$ cat src/rtl/hazard_stall_ctrl_if.sv
// Hazard-unit bus: pipeline status in, freeze/flush/stall controls out.
// HAZARD_PERF_CNT_EN adds the stall_cycles/flush_events counter outputs.
interface hazard_stall_ctrl_if;
    logic        id_valid;
    logic [3:0]  id_srcreg1;
    logic [3:0]  id_srcreg2;
    logic        id_uses_src2;
    logic        ex_regwrite;
    logic        ex_memtoreg;
    logic [3:0]  ex_dstreg;
    logic        ex_br_taken;
    logic        mem_req;
    logic        mem_ready;
    logic        wb_halt;
    logic        pc_freeze;
    logic        ifid_freeze;
    logic        ifid_flush;
    logic        idex_flush;
    logic        be_stall;
    logic        halted;
    logic        mem_err;
`ifdef HAZARD_PERF_CNT_EN
    logic [15:0] stall_cycles;
    logic [15:0] flush_events;
`endif

    modport master (
        output id_valid, id_srcreg1, id_srcreg2, id_uses_src2,
        output ex_regwrite, ex_memtoreg, ex_dstreg, ex_br_taken,
        output mem_req, mem_ready, wb_halt,
`ifdef HAZARD_PERF_CNT_EN
        input  stall_cycles, flush_events,
`endif
        input  pc_freeze, ifid_freeze, ifid_flush, idex_flush, be_stall, halted, mem_err
    );

    modport slave (
        input  id_valid, id_srcreg1, id_srcreg2, id_uses_src2,
        input  ex_regwrite, ex_memtoreg, ex_dstreg, ex_br_taken,
        input  mem_req, mem_ready, wb_halt,
`ifdef HAZARD_PERF_CNT_EN
        output stall_cycles, flush_events,
`endif
        output pc_freeze, ifid_freeze, ifid_flush, idex_flush, be_stall, halted, mem_err
    );
endinterface

$ cat src/rtl/hazard_stall_ctrl.sv
// Central hazard unit: load-use stall, taken-branch flush, memory-wait stall and halt hold.
// HAZARD_PERF_CNT_EN adds saturating stall-cycle and flush-event counters.
module hazard_stall_ctrl #(
    parameter int unsigned MEM_TIMEOUT = 16
) (
    input  logic                 clk,
    input  logic                 rst,
    hazard_stall_ctrl_if.slave   io_hz
);
    typedef enum logic [1:0] {StRun, StMemWait, StHalted} state_e;

    localparam logic [7:0] TimeoutCnt = 8'(MEM_TIMEOUT);

    state_e     r_state;
    logic [7:0] r_wait_cnt;
    logic       r_mem_err;

    logic w_load_use;
    logic w_mem_miss;
    logic w_pc_freeze;
    logic w_ifid_freeze;
    logic w_ifid_flush;
    logic w_idex_flush;
    logic w_be_stall;

    assign w_load_use = io_hz.id_valid & io_hz.ex_regwrite & io_hz.ex_memtoreg &
                        (io_hz.ex_dstreg != 4'd0) &
                        ((io_hz.ex_dstreg == io_hz.id_srcreg1) |
                         (io_hz.id_uses_src2 & (io_hz.ex_dstreg == io_hz.id_srcreg2)));
    assign w_mem_miss = io_hz.mem_req & ~io_hz.mem_ready;

    always_comb begin
        w_pc_freeze   = 1'b0;
        w_ifid_freeze = 1'b0;
        w_ifid_flush  = 1'b0;
        w_idex_flush  = 1'b0;
        w_be_stall    = 1'b0;
        if (!rst) begin
            case (r_state)
                StRun: begin
                    if (io_hz.wb_halt | w_mem_miss) begin
                        w_pc_freeze   = 1'b1;
                        w_ifid_freeze = 1'b1;
                        w_be_stall    = 1'b1;
                    end else if (io_hz.ex_br_taken) begin
                        // Branch beats load-use: the ID instruction is wrong-path anyway.
                        w_ifid_flush  = 1'b1;
                        w_idex_flush  = 1'b1;
                    end else if (w_load_use) begin
                        w_pc_freeze   = 1'b1;
                        w_ifid_freeze = 1'b1;
                        w_idex_flush  = 1'b1;
                    end
                end
                StMemWait, StHalted: begin
                    w_pc_freeze   = 1'b1;
                    w_ifid_freeze = 1'b1;
                    w_be_stall    = 1'b1;
                end
                default: ;
            endcase
        end
    end

    always_ff @(posedge clk) begin
        if (rst) begin
            r_state    <= StRun;
            r_wait_cnt <= 8'd0;
            r_mem_err  <= 1'b0;
        end else begin
            case (r_state)
                StRun: begin
                    if (io_hz.wb_halt) begin
                        r_state <= StHalted;
                    end else if (w_mem_miss) begin
                        r_state    <= StMemWait;
                        r_wait_cnt <= 8'd1;
                    end
                end
                StMemWait: begin
                    if (io_hz.wb_halt) begin
                        r_state <= StHalted;
                    end else if (io_hz.mem_ready) begin
                        r_state    <= StRun;
                        r_wait_cnt <= 8'd0;
                    end else begin
                        if (r_wait_cnt != 8'hFF) r_wait_cnt <= r_wait_cnt + 8'd1;
                        if (r_wait_cnt == TimeoutCnt) r_mem_err <= 1'b1;
                    end
                end
                StHalted: ;
                default: r_state <= StRun;
            endcase
        end
    end

    assign io_hz.pc_freeze   = w_pc_freeze;
    assign io_hz.ifid_freeze = w_ifid_freeze;
    assign io_hz.ifid_flush  = w_ifid_flush;
    assign io_hz.idex_flush  = w_idex_flush;
    assign io_hz.be_stall    = w_be_stall;
    assign io_hz.halted      = (r_state == StHalted);
    assign io_hz.mem_err     = r_mem_err;

`ifdef HAZARD_PERF_CNT_EN
    logic [15:0] r_stall_cycles;
    logic [15:0] r_flush_events;

    always_ff @(posedge clk) begin
        if (rst) begin
            r_stall_cycles <= 16'd0;
            r_flush_events <= 16'd0;
        end else begin
            if (w_pc_freeze && (r_state != StHalted) && (r_stall_cycles != 16'hFFFF)) begin
                r_stall_cycles <= r_stall_cycles + 16'd1;
            end
            if (w_ifid_flush && (r_flush_events != 16'hFFFF)) begin
                r_flush_events <= r_flush_events + 16'd1;
            end
        end
    end

    assign io_hz.stall_cycles = r_stall_cycles;
    assign io_hz.flush_events = r_flush_events;
`else
    // Performance counters not built.
`endif
endmodule
$ cat src/flat_wrapper.sv
// flat-port wrapper written by rule: the top's interface ports become plain ports
module hazard_stall_ctrl_flat 
#(
    parameter int unsigned MEM_TIMEOUT = 16
)
  (clk, rst, io_hz_id_valid, io_hz_id_srcreg1, io_hz_id_srcreg2, io_hz_id_uses_src2, io_hz_ex_regwrite, io_hz_ex_memtoreg, io_hz_ex_dstreg, io_hz_ex_br_taken, io_hz_mem_req, io_hz_mem_ready, io_hz_wb_halt, io_hz_pc_freeze, io_hz_ifid_freeze, io_hz_ifid_flush, io_hz_idex_flush, io_hz_be_stall, io_hz_halted, io_hz_mem_err);
  hazard_stall_ctrl_if io_hz_i ();
  input  logic clk;
  input  logic rst;
  input wire logic [$bits(io_hz_i.id_valid)-1:0] io_hz_id_valid;
  input wire logic [$bits(io_hz_i.id_srcreg1)-1:0] io_hz_id_srcreg1;
  input wire logic [$bits(io_hz_i.id_srcreg2)-1:0] io_hz_id_srcreg2;
  input wire logic [$bits(io_hz_i.id_uses_src2)-1:0] io_hz_id_uses_src2;
  input wire logic [$bits(io_hz_i.ex_regwrite)-1:0] io_hz_ex_regwrite;
  input wire logic [$bits(io_hz_i.ex_memtoreg)-1:0] io_hz_ex_memtoreg;
  input wire logic [$bits(io_hz_i.ex_dstreg)-1:0] io_hz_ex_dstreg;
  input wire logic [$bits(io_hz_i.ex_br_taken)-1:0] io_hz_ex_br_taken;
  input wire logic [$bits(io_hz_i.mem_req)-1:0] io_hz_mem_req;
  input wire logic [$bits(io_hz_i.mem_ready)-1:0] io_hz_mem_ready;
  input wire logic [$bits(io_hz_i.wb_halt)-1:0] io_hz_wb_halt;
  output wire logic [$bits(io_hz_i.pc_freeze)-1:0] io_hz_pc_freeze;
  output wire logic [$bits(io_hz_i.ifid_freeze)-1:0] io_hz_ifid_freeze;
  output wire logic [$bits(io_hz_i.ifid_flush)-1:0] io_hz_ifid_flush;
  output wire logic [$bits(io_hz_i.idex_flush)-1:0] io_hz_idex_flush;
  output wire logic [$bits(io_hz_i.be_stall)-1:0] io_hz_be_stall;
  output wire logic [$bits(io_hz_i.halted)-1:0] io_hz_halted;
  output wire logic [$bits(io_hz_i.mem_err)-1:0] io_hz_mem_err;
  assign io_hz_i.id_valid = io_hz_id_valid;
  assign io_hz_i.id_srcreg1 = io_hz_id_srcreg1;
  assign io_hz_i.id_srcreg2 = io_hz_id_srcreg2;
  assign io_hz_i.id_uses_src2 = io_hz_id_uses_src2;
  assign io_hz_i.ex_regwrite = io_hz_ex_regwrite;
  assign io_hz_i.ex_memtoreg = io_hz_ex_memtoreg;
  assign io_hz_i.ex_dstreg = io_hz_ex_dstreg;
  assign io_hz_i.ex_br_taken = io_hz_ex_br_taken;
  assign io_hz_i.mem_req = io_hz_mem_req;
  assign io_hz_i.mem_ready = io_hz_mem_ready;
  assign io_hz_i.wb_halt = io_hz_wb_halt;
  assign io_hz_pc_freeze = io_hz_i.pc_freeze;
  assign io_hz_ifid_freeze = io_hz_i.ifid_freeze;
  assign io_hz_ifid_flush = io_hz_i.ifid_flush;
  assign io_hz_idex_flush = io_hz_i.idex_flush;
  assign io_hz_be_stall = io_hz_i.be_stall;
  assign io_hz_halted = io_hz_i.halted;
  assign io_hz_mem_err = io_hz_i.mem_err;
  hazard_stall_ctrl #(.MEM_TIMEOUT(MEM_TIMEOUT)) u_core (.clk(clk), .rst(rst), .io_hz(io_hz_i));
endmodule
$ cat config.mk
export PLATFORM = sky130hd
export DESIGN_NAME = hazard_stall_ctrl_flat
export DESIGN_NICKNAME = d
export VERILOG_FILES = /design/src/rtl/hazard_stall_ctrl_if.sv /design/src/rtl/hazard_stall_ctrl.sv /design/src/flat_wrapper.sv
export SDC_FILE = /design/constraint.sdc
export NUM_CORES = 1
export LEC_CHECK = 0
export CAP_MARGIN = 20
export CELL_PAD_IN_SITES_DETAIL_PLACEMENT = 0
export CELL_PAD_IN_SITES_GLOBAL_PLACEMENT = 2
export CORE_UTILIZATION = 26
export DETAILED_ROUTE_END_ITERATION = 8
export PLACE_DENSITY_LB_ADDON = 0.1
export SETUP_SLACK_MARGIN = 0.05
export SYNTH_ARGS = -nofsm -noshare
export SYNTH_HDL_FRONTEND = slang
export SYNTH_SLANG_ARGS = --single-unit
$ cat constraint.sdc
create_clock -name clk -period 2.6 [get_ports clk]
set_clock_uncertainty 0.1 [all_clocks]
set_input_delay 0.78 -clock clk [delete_from_list [all_inputs] [get_ports clk]]
set_output_delay 0.78 -clock clk [all_outputs]
set_load 0.05 [all_outputs]
* After elaboration in Yosys (flattened, before gate mapping)
Cells that the tools add are included.
** Storage, ports and cells
- Input bits :: 22
- Word-level logic and storage cells :: 61
- Flip-flop bits (word level) :: 11
- Output and inout bits :: 7
** Cells by class
- Reductions and logical operators :: 7
- Bitwise gates (word level) :: 11
- Equal/unequal tests :: 12
- Muxes and demuxes :: 27
- $add $sub $neg :: 1
** Operators with widths (count)
- 8-bit 2-to-1 mux :: 5
- 8-bit one-hot mux with 2 select lines :: 1
- 1-bit 2-to-1 mux :: 14
- 8-bit by 1-bit adder with 8-bit output, second input constant :: 1
- 4-bit equality test :: 2
- 8-bit by 5-bit equality test with 1-bit output, second input constant :: 1
- 2-bit 2-to-1 mux :: 4
- 8-bit inequality test, second input constant :: 1
- 1-bit bitwise AND :: 6
- 3-bit by 2-bit inequality test with 1-bit output, second input constant :: 2
- 2-bit one-hot mux with 3 select lines :: 1
- 5-bit AND reduction :: 1
- 2-bit inequality test, second input constant :: 2
- 1-bit one-hot mux with 2 select lines :: 2
- 4-bit AND reduction :: 1
- 4-bit nonzero test :: 1
- 3-bit inequality test, second input constant :: 1
- 1-bit inverter :: 3
- 3-bit AND reduction :: 1
- 2-bit by 1-bit equality test with 1-bit output, second input constant :: 1
- 2-bit equality test, second input constant :: 1
- 2-bit zero test :: 1
- 2-bit by 1-bit inequality test with 1-bit output, second input constant :: 1
- 1-bit bitwise OR :: 2
- 2 further kinds :: 2

* Depth between registers and ports, before layout
Gate-level depths: netlist of the first run.
- Word-level depth :: 9
- Gate-level depth with buffers :: 7

* Least setup slack after synthesis of the first run
Ideal clock, no wire load.
- Path kind :: input to output
- Start :: in rst
- End :: out io_hz_pc_freeze
- Cell stages on the path :: 5
- Arrival time :: 2130 ps
- Required time :: 1720 ps
- Path buffers :: 2
- Slack :: -410 ps
- Path through :: clkbuf_1 > nor4_1 > nand4_1 > nand3_1 > buf_4
** On the way
- Longest elaborated chain between the ends :: 1
** Ends and longest elaborated chain
- start, declared :: RTL line flat_wrapper.sv:9 : input logic rst;
- 1-bit 2-to-1 mux
- end, declared :: RTL line flat_wrapper.sv:21 : output wire logic [$bits(io_hz_i.pc_freeze)-1:0] io_hz_pc_freeze;
Every way passes these cells.

* Worst setup path in the final report of the first run
- Start :: in io_hz_ex_br_taken
- End :: out io_hz_pc_freeze
** On the way
- Longest elaborated chain between the ends :: 4
** Ends and longest elaborated chain
- start, declared :: RTL line flat_wrapper.sv:17 : input wire logic [$bits(io_hz_i.ex_br_taken)-1:0] io_hz_ex_br_taken;
- 1-bit 2-to-1 mux :: RTL line hazard_stall_ctrl.sv:45 : end else if (io_hz.ex_br_taken) begin
- 1-bit 2-to-1 mux :: RTL line hazard_stall_ctrl.sv:41 : if (io_hz.wb_halt | w_mem_miss) begin
- 1-bit one-hot mux with 2 select lines :: RTL line hazard_stall_ctrl.sv:39 : case (r_state)
- 1-bit 2-to-1 mux :: RTL line hazard_stall_ctrl.sv:38 : if (!rst) begin
Every way passes these cells.

==> results of run 1 <==
[layer usage]
layer / vias up / global-route usage
met5: - / 0
met3: 7 / 0.0273
met4: 0 / 0.0812
met1: 430 / 0.186
met2: 31 / 0.272
li1: 508 / -
[power by group]
group	internal, mW	total [mW]	leakage (nW)	switching, mW
sequential	0.177	0.185	0.0898	0.00801
combinational	0.153	0.315	0.514	0.163
clock	0.0595	0.119	0.0150	0.0598
[logic make-up after synthesis]
family                   count (synthesis)
flip-flops                              11
buffers and inverters                   13
adder cells (fa/ha/maj)                  6
AND/OR/NAND/NOR                         45
AO/OA/AOI/OAI                           25
multiplexers                             2
XOR/XNOR                                 8
[metrics by stage]
step                       util  std cells
final                     0.471        202
after global routing      0.471        202
after CTS                 0.468        202
after detailed placement  0.429        197
after global placement    0.429        197
after floorplan               -        110
[registers in the layout, summed over array words and instances (netlist names)]
name,cells
u_core.r_state,2
u_core.r_wait_cnt,8
u_core.io_hz.mem_err,1
[final cells by class]
cell class / count / area share
multi-input cells: 86 / 0.500
well taps: 46 / 0.0367
flip-flops and latches: 11 / 0.142
repair buffers: 46 / 0.282
inverters: 9 / 0.0231
clock buffers: 4 / 0.0167
[worst max-delay path: cells and delay by family]
family                 cells  cell delay [ps]
buffers and inverters      2              350
and+or+nand+nor            3              700
[Yosys cell counts, types with 3 or more instances]
library cell  instances  area share
nand3_1               4       0.022
nand2b_1              3       0.021
o31ai_1               3       0.025
inv_1                 9       0.037
a211oi_1              3       0.025
nand2_1               5       0.021
o21ai_0               3       0.016
nor2b_1               3       0.021
ha_1                  6       0.082
xor2_1                4       0.038
dfxtp_1              11        0.24
or4_1                 3       0.025
nor2_1                5       0.021
xnor2_1               4       0.038
nand4_1               4       0.027
nor4_1                4       0.027
[path summary, 6_finish.rpt]
check                       start              endpoint  slack [ps]
max             io_hz_ex_br_taken       io_hz_pc_freeze        -120
min          u_core.io_hz.mem_err  u_core.io_hz.mem_err         380
max reg2reg     u_core.r_state[0]  u_core.r_wait_cnt[3]         540
min reg2reg  u_core.io_hz.mem_err  u_core.io_hz.mem_err         380
[what timing repair did]
| action | in CTS | in global routing |
|---|---|---|
| resized for setup | 94 | 7 |
| setup buffers | 1 | 0 |
| pin swaps | 21 | 7 |
| endpoints found under the setup margin | 5 | 5 |
==> impl_metrics.yaml, run 1 <==
setup_path:
  cp-end-kind: "output pin"
  cp_max_fo: 2
  critPathLaunchType: "input pin"
  cp.required_ps: 1720
  cp_slowest_cell: "nor4_4"
  rr_worst_depth: 7
  cpPeakStageDelay_ps: 370
  cp_data_arrival_time_ps: 1840
  path_class: "in2out"
  crit_chain: "clkdlybuf4s15_1 > nor4_4 > nand4_1 > nand3_4 > buf_12"
logic_synthesis:
  syn_area_um2: 912
  ys_seq_area_frac: 0.241
  synth_compound_gate_area_share: 0.198
  synth_top_family_by_area: "simple AND/OR/NAND/NOR gates"
  ys_types: 43
  synthAdderAreaFrac: 0.0823
  async_reset_ff_frac: 0
  synth-edff-count: 0
  synth-main-ff-cell: "dfxtp_1"
  synthXorXnorAreaFrac: 0.0768
  ys_ff_latch: 11
  synth_simple_gate_area_frac: 0.313
  synth.area.mux_share: 0.0219
  syn_inst: 110
  ys_warn_count: 0
  syn_avg_cell_area_um2: 8.29
  syn_nets: 138
min_path:
  hp-class: "reg2reg"
  min_path_cells: 2
timing:
  tightest_slew_ps: 674
  slew_violations: 0
  hold_violations: 0
  worst_slack_ps: -119
  max_freq_mhz: 368
  maxSlewHeadroom: 0.551
  rsz0062_at_grt: "yes"
  period_minus_slack_ps: 2720
  whs_ps: 380
  final.setup.tns_ps: -307
  setup_viol_count_final: 3
  fin_crit_sh: 1.05
cells_and_area:
  final_cell_mix: "buf_4, buf_6, dfxtp_1, inv_1"
  fillers: 351
  drive_gt1_frac: 0.449
  final_common_cell: "buf_4"
  multiInputGateArea_um2: 785
  diodes: 0
  seqCellArea_um2: 223
  final_nets: 185
  area_delta_synth_final_pct: 72.2
  final_area_mm2: 0.00157
outcome:
  violations: "negative setup slack"
  outcome: "finished with violations"
detailed_routing:
  highest_layer: "met4"
  met1_length_mm: 1.07
  route.met2.wl_mm: 1.25
  via_per_inst: 4.83
  vias: 976
  dr_wl_met3_um: 139
  wl_per_cell_um: 12.5
  drt_iter0_drc: 23
  dr.pass1.iters: 4
  wl_mm: 2.52
  drc: 0
  drt.antenna.violating_nets: 0
global_route:
  grt_pass1_wl_mm: 4.35
  track_usage: 0.157
  grt_antenna_before_repair: 0
  first_global_vias: 997
  overflow: 0
  grt_max_degree: 11
pwr:
  total_power_mw: 0.619
  power.density_mw_per_mm2: 394
  vdd_drop_max_v: 0.000248
  power_leakage_nw: 0.619
floorplanning:
  die_area_mm2: 0.00375
  die_w_um: 61.2
  fp.dieH_um: 61.2
  initial_core_util: 0.273
  core_area_mm2: 0.00334
  std_cell_rows: 21
  num_io_pins: 29
place:
  finalWeightedCongestion: 0.751
  placed_cell_area_mm2: 0.00143
  hpwl_mm: 2.03
  portBuffers: 28
  preCtsSetupSlack_ps: -620
clock_tree:
  htreeDepth: 1
  cts_root_buf: "clkbuf_4"
  cts_buffer_depth: 2
  insertion_delay_ps: 270
  cts_tree: "done"
  cts_buffers: 3
  path_clk_slew_ps: 70
  cts.sinks: 11
  hold_buffers: 0
job:
  max_cap_violations: 0
Note: power is estimated with default switching activity, not from simulation.
==> inputs of run 2 (changes only) <==
--- a/config.mk
+++ b/config.mk
@@ -11,7 +11,7 @@
 export CORE_UTILIZATION = 26
 export DETAILED_ROUTE_END_ITERATION = 8
 export PLACE_DENSITY_LB_ADDON = 0.1
-export SETUP_SLACK_MARGIN = 0.05
+export SETUP_SLACK_MARGIN = 0.4
 export SYNTH_ARGS = -nofsm -noshare
 export SYNTH_HDL_FRONTEND = slang
 export SYNTH_SLANG_ARGS = --single-unit
==> run 2 against run 1 <==
Compared with the run above:
- the flow still finishes with violations (negative setup slack)
- core utilization down 1.9 points
- register-to-register slack better by 170 ps
- cell area is 4.1% lower
- sequential cell count unchanged
==> impl_metrics.yaml, run 2 (same netlist as run 1, synthesis figures left out) <==
timing:
  rsz0062_at_grt: "yes"
  period_minus_slack_ps: 2720
  max_freq_mhz: 368
  final.setup.tns_ps: -272
  maxSlewHeadroom: 0.680
  hold_violations: 0
  worst_slack_ps: -118
  setup_viol_count_final: 3
  fin_crit_sh: 1.05
  slew_violations: 0
  tightest_slew_ps: 482
clock_tree:
  cts_root_buf: "clkbuf_4"
  cts_tree: "done"
  cts.sinks: 11
  htreeDepth: 1
  cts_buffer_depth: 2
  path_clk_slew_ps: 70
  cts_buffers: 3
  insertion_delay_ps: 270
  hold_buffers: 0
min_path:
  min_to: "u_core.io_hz.mem_err"
  hp-class: "reg2reg"
  min_path_cells: 2
  holdCritStartpoint: "u_core.io_hz.mem_err"
setup_path:
  cp.required_ps: 1720
  cp_data_arrival_time_ps: 1840
  r2r-end: "u_core.r_wait_cnt[5]"
  path_class: "in2out"
  critPathLaunchType: "input pin"
  r2r-start: "u_core.r_state[1]"
  rrSetupSlack_ps: 710
  cp-end-kind: "output pin"
  cp_max_fo: 2
  rr_worst_depth: 6
global_route:
  grt_antenna_before_repair: 0
  grt_max_degree: 11
  overflow: 0
  grt_pass1_wl_mm: 4.04
  first_global_vias: 959
  track_usage: 0.146
pwr:
  vdd_drop_max_v: 0.000236
  total_power_mw: 0.619
  clock_power_share: 0.198
  power.density_mw_per_mm2: 411
  switching_power_mw: 0.233
  sw_frac_of_total: 0.377
  internal-power_mw: 0.385
  p_seq_frac: 0.298
  power_leakage_nw: 0.599
  comb_power_share: 0.505
cells_and_area:
  diodes: 0
  final_common_cell: "buf_4"
  top_register: "u_core.r_wait_cnt"
  area_delta_synth_final_pct: 65.0
  drive_gt1_frac: 0.435
  fillers: 350
  final_cells: 200
  seqCellArea_um2: 223
  multiInputGateArea_um2: 758
  fin_util: 0.451
  final_area_mm2: 0.00151
  final_nets: 183
  final_cell_mix: "buf_4, buf_2, dfxtp_1, buf_6"
  largest_reg_flops: 8
detailed_routing:
  drt_iter0_drc: 25
  wl_per_cell_um: 13.0
  via_per_inst: 4.90
  vias: 979
  dr.pass1.iters: 4
  wl_mm: 2.59
  drc: 0
  drt.antenna.violating_nets: 0
floorplanning:
  fp.dieH_um: 61.2
  num_io_pins: 29
  core_area_mm2: 0.00334
  die_area_mm2: 0.00375
  initial_core_util: 0.273
  die_w_um: 61.2
  std_cell_rows: 21
outcome:
  violations: "negative setup slack"
  outcome: "finished with violations"
place:
  numPlacedInstances: 194
  placed_cell_area_mm2: 0.00142
  portBuffers: 28
  finalWeightedCongestion: 0.774
  hpwl_mm: 1.95
job:
  max_cap_violations: 0
==> run 2: critical path: stages <==
cell,delay (ps)
buf_6,90
xor2_1,150
nor4_2,310
buf_4,180
a211oi_4,40
nor2_4,140
buf_12,140
==> run 2: area by class of cell <==
cell class                      instances  share of cell area
Timing Repair Buffer                   44               0.268
Inverter                                9              0.0241
Multi-Input combinational cell         86               0.504
Sequential cell                        11               0.148
Tap cell                               46              0.0382
Clock buffer                            4              0.0175
==> run 2: worst max path at each step <==
stage                              to           startpoint  slack, ps
finish               io_hz_idex_flush  io_hz_id_srcreg1[0]       -120
global route         io_hz_idex_flush  io_hz_id_srcreg1[0]       -170
CTS                  io_hz_idex_flush  io_hz_id_srcreg1[0]       -120
detailed placement    io_hz_pc_freeze   io_hz_ex_dstreg[2]       -610
global placement    io_hz_ifid_freeze   io_hz_ex_dstreg[2]       -590
floorplan             io_hz_pc_freeze   io_hz_ex_dstreg[2]        -80
==> run 2: what timing repair did <==
item	4_1_cts	5_1_grt
endpoints found under the setup margin	14	5
buffers inserted	1	1
pin swaps	21	5
resized for setup	84	8
==> run 2: metrics by stage <==
stage | worst slack, ps | hold slack [ps]
after floorplan | -78.4 | 364
after global placement | -587 | 366
after detailed placement | -607 | 374
after CTS | -123 | 391
after global routing | -166 | 434
final | -118 | 376
==> run 2: power by group through the flow <==
stage                     Sequential [mW]  Combinational [mW]  Clock [mW]
after floorplan                     0.184               0.178           0
after CTS                           0.183               0.300       0.126
final                               0.184               0.312       0.122
after detailed placement            0.186               0.289           0
after global placement              0.186               0.291           0
after global routing                0.185               0.336       0.134
==> run 2: routing by layer <==
metal / GRT usage / up-vias / wire, um
li1: - / 500 / -
met1: 0.167 / 454 / 1130
met5: 0 / - / 0
met3: 0.0441 / 2 / 113
met2: 0.259 / 23 / 1330
met4: 0.0487 / 0 / 19
==> inputs of run 3 (changes only) <==
--- a/config.mk
+++ b/config.mk
@@ -5,13 +5,14 @@
 export SDC_FILE = /design/constraint.sdc
 export NUM_CORES = 1
 export LEC_CHECK = 0
-export CAP_MARGIN = 20
 export CELL_PAD_IN_SITES_DETAIL_PLACEMENT = 0
 export CELL_PAD_IN_SITES_GLOBAL_PLACEMENT = 2
+export CORE_MARGIN = 2
 export CORE_UTILIZATION = 26
 export DETAILED_ROUTE_END_ITERATION = 8
 export PLACE_DENSITY_LB_ADDON = 0.1
 export SETUP_SLACK_MARGIN = 0.4
+export SLEW_MARGIN = 5
 export SYNTH_ARGS = -nofsm -noshare
 export SYNTH_HDL_FRONTEND = slang
 export SYNTH_SLANG_ARGS = --single-unit
==> run 3 against run 2 <==
Compared with the run above:
- die area up 6.6%
- fmax up 1.1%
- the run still ends with negative setup slack left
- register-to-register slack worse by 110 ps
- sequential cell count unchanged
- cell area up 2.9%
- clock power down 4%
- sequential share of layout area down 0.42 points
- largest cell class unchanged
- largest power group unchanged
==> impl_metrics.yaml, run 3 (same netlist as run 1, synthesis figures left out) <==
clock_tree:
  cts_buffers: 3
  cts_root_buf: "clkbuf_4"
  htreeDepth: 1
  cts_buffer_depth: 2
  cts.sinks: 11
  cts_tree: "done"
  path_clk_slew_ps: 70
  insertion_delay_ps: 270
global_route:
  first_global_vias: 1082
  met2_usage: 0.257
  grt_antenna_before_repair: 0
  track_usage: 0.143
  grt_pass1_wl_mm: 4.66
  overflow: 0
  grt_max_degree: 11
  grt_util_met1: 0.169
  use_met3: 0.0196
  top_usage_layer: "met2"
cells_and_area:
  fillers: 355
  final_common_cell: "buf_4"
  diodes: 0
  seqCellArea_um2: 223
  top_register: "u_core.r_wait_cnt"
  largest_reg_flops: 8
  fin_util: 0.461
  drive_gt1_frac: 0.420
  final_cell_mix: "buf_4, dfxtp_1, inv_1, dlygate4sd2_1"
  final_nets: 186
  area_delta_synth_final_pct: 69.8
  multiInputGateArea_um2: 772
  final_area_mm2: 0.00155
timing:
  rsz0062_at_grt: "yes"
  hold_violations: 0
  setup_viol_count_final: 3
  fin_crit_sh: 1.03
  period_minus_slack_ps: 2690
  final.setup.tns_ps: -228
  worst_slack_ps: -87.9
  max_freq_mhz: 372
  whs_ps: 380
  slew_violations: 0
  maxSlewHeadroom: 0.677
  tightest_slew_ps: 479
setup_path:
  cp_max_fo: 2
  cp-end-kind: "output pin"
  cpPeakStageDelay_ps: 270
  crit_chain: "buf_6 > xor2_1 > nor4_2 > buf_4 > nand3_4 > nand3_4 > buf_12"
  cp_slowest_cell: "nor4_2"
  crit_family: "simple AND/OR/NAND/NOR gates"
  crit_path_frequent_cell: "nand3_4"
  cp_data_arrival_time_ps: 1810
  cp.required_ps: 1720
  path_buf_inv: 3
  path_class: "in2out"
  critPathLaunchType: "input pin"
pwr:
  switching_power_mw: 0.232
  internal-power_mw: 0.388
  power_leakage_nw: 0.610
  power.density_mw_per_mm2: 400
  sw_frac_of_total: 0.374
  clock_power_share: 0.189
  p_seq_frac: 0.295
  vdd_drop_max_v: 0.000177
  comb_power_share: 0.516
place:
  finalWeightedCongestion: 0.752
  preCtsSetupSlack_ps: -559
  hpwl_mm: 2.06
  portBuffers: 28
  placed_cell_area_mm2: 0.00144
floorplanning:
  fp.dieH_um: 63.2
  num_io_pins: 29
  std_cell_rows: 21
  core_area_mm2: 0.00336
  initial_core_util: 0.271
  die_area_mm2: 0.00400
  die_w_um: 63.2
detailed_routing:
  drc: 0
  drt.antenna.violating_nets: 0
  vias: 1011
  dr.pass1.iters: 4
  wl_per_cell_um: 12.7
  wl_mm: 2.58
  via_per_inst: 4.98
  drt_iter0_drc: 53
job:
  max_cap_violations: 0
outcome:
  violations: "negative setup slack"
  outcome: "finished with violations"
min_path:
  hp-class: "reg2reg"
run 3: cell types whose count changed in the layout (fill, tap and decap cells not counted), sizes merged:
cell           previous run  this run
clkdlybuf4s15             2         3
buf                      36        37
dlygate4sd2               6         7
run 3: metal layers:
layer  up-vias  wire length, um
met5         -                0
met1       475             1050
met4         0               43
met3         5              115
met2        25             1370
li1        506                -
run 3: worst paths after layout:
check	from	to	slack (ps)	depth (start not counted)
setup / recovery	io_hz_id_srcreg1[0]	io_hz_ifid_freeze	-90	7
hold / removal	u_core.io_hz.mem_err	u_core.io_hz.mem_err	380	2
setup reg to reg	u_core.r_state[0]	u_core.r_wait_cnt[2]	600	6
hold reg to reg	u_core.io_hz.mem_err	u_core.io_hz.mem_err	380	2
run 3: final cells by class:
| class | instances | share of cell area |
|---|---|---|
| Inverter | 9 | 0.0234 |
| Tap cell | 46 | 0.0372 |
| Clock buffer | 4 | 0.0170 |
| Multi-Input combinational cell | 86 | 0.498 |
| Timing Repair Buffer | 47 | 0.280 |
| Sequential cell | 11 | 0.144 |
run 3: metrics by stage:
stage | std cells | power (mW)
2_1_floorplan | 110 | 0.362
3_3_place_gp | 196 | 0.479
3_5_place_dp | 196 | 0.479
4_1_cts | 203 | 0.623
5_1_grt | 203 | 0.666
6_report | 203 | 0.620
run 3: power groups by stage:
stage                     Combinational (mW)  Sequential [mW]  Clock [mW]
final                                  0.320            0.183       0.117
after global routing                   0.345            0.184       0.137
after CTS                              0.316            0.182       0.125
after detailed placement               0.293            0.186           0
after global placement                 0.293            0.186           0
after floorplan                        0.178            0.184           0
run 3: tightest hold or removal path: cells and delay by family, from the launching register on:
kind             cells  cell delay, ps
AO/OA/AOI/OAI        1              50
flip-flops           1             330
AND/OR/NAND/NOR      1              70
run 3: timing repair:
action,CTS,global route
endpoints found under the setup margin,15,6
setup buffers,3,0
pin swaps,22,8
resized for setup,85,4
hold buffers,0,0
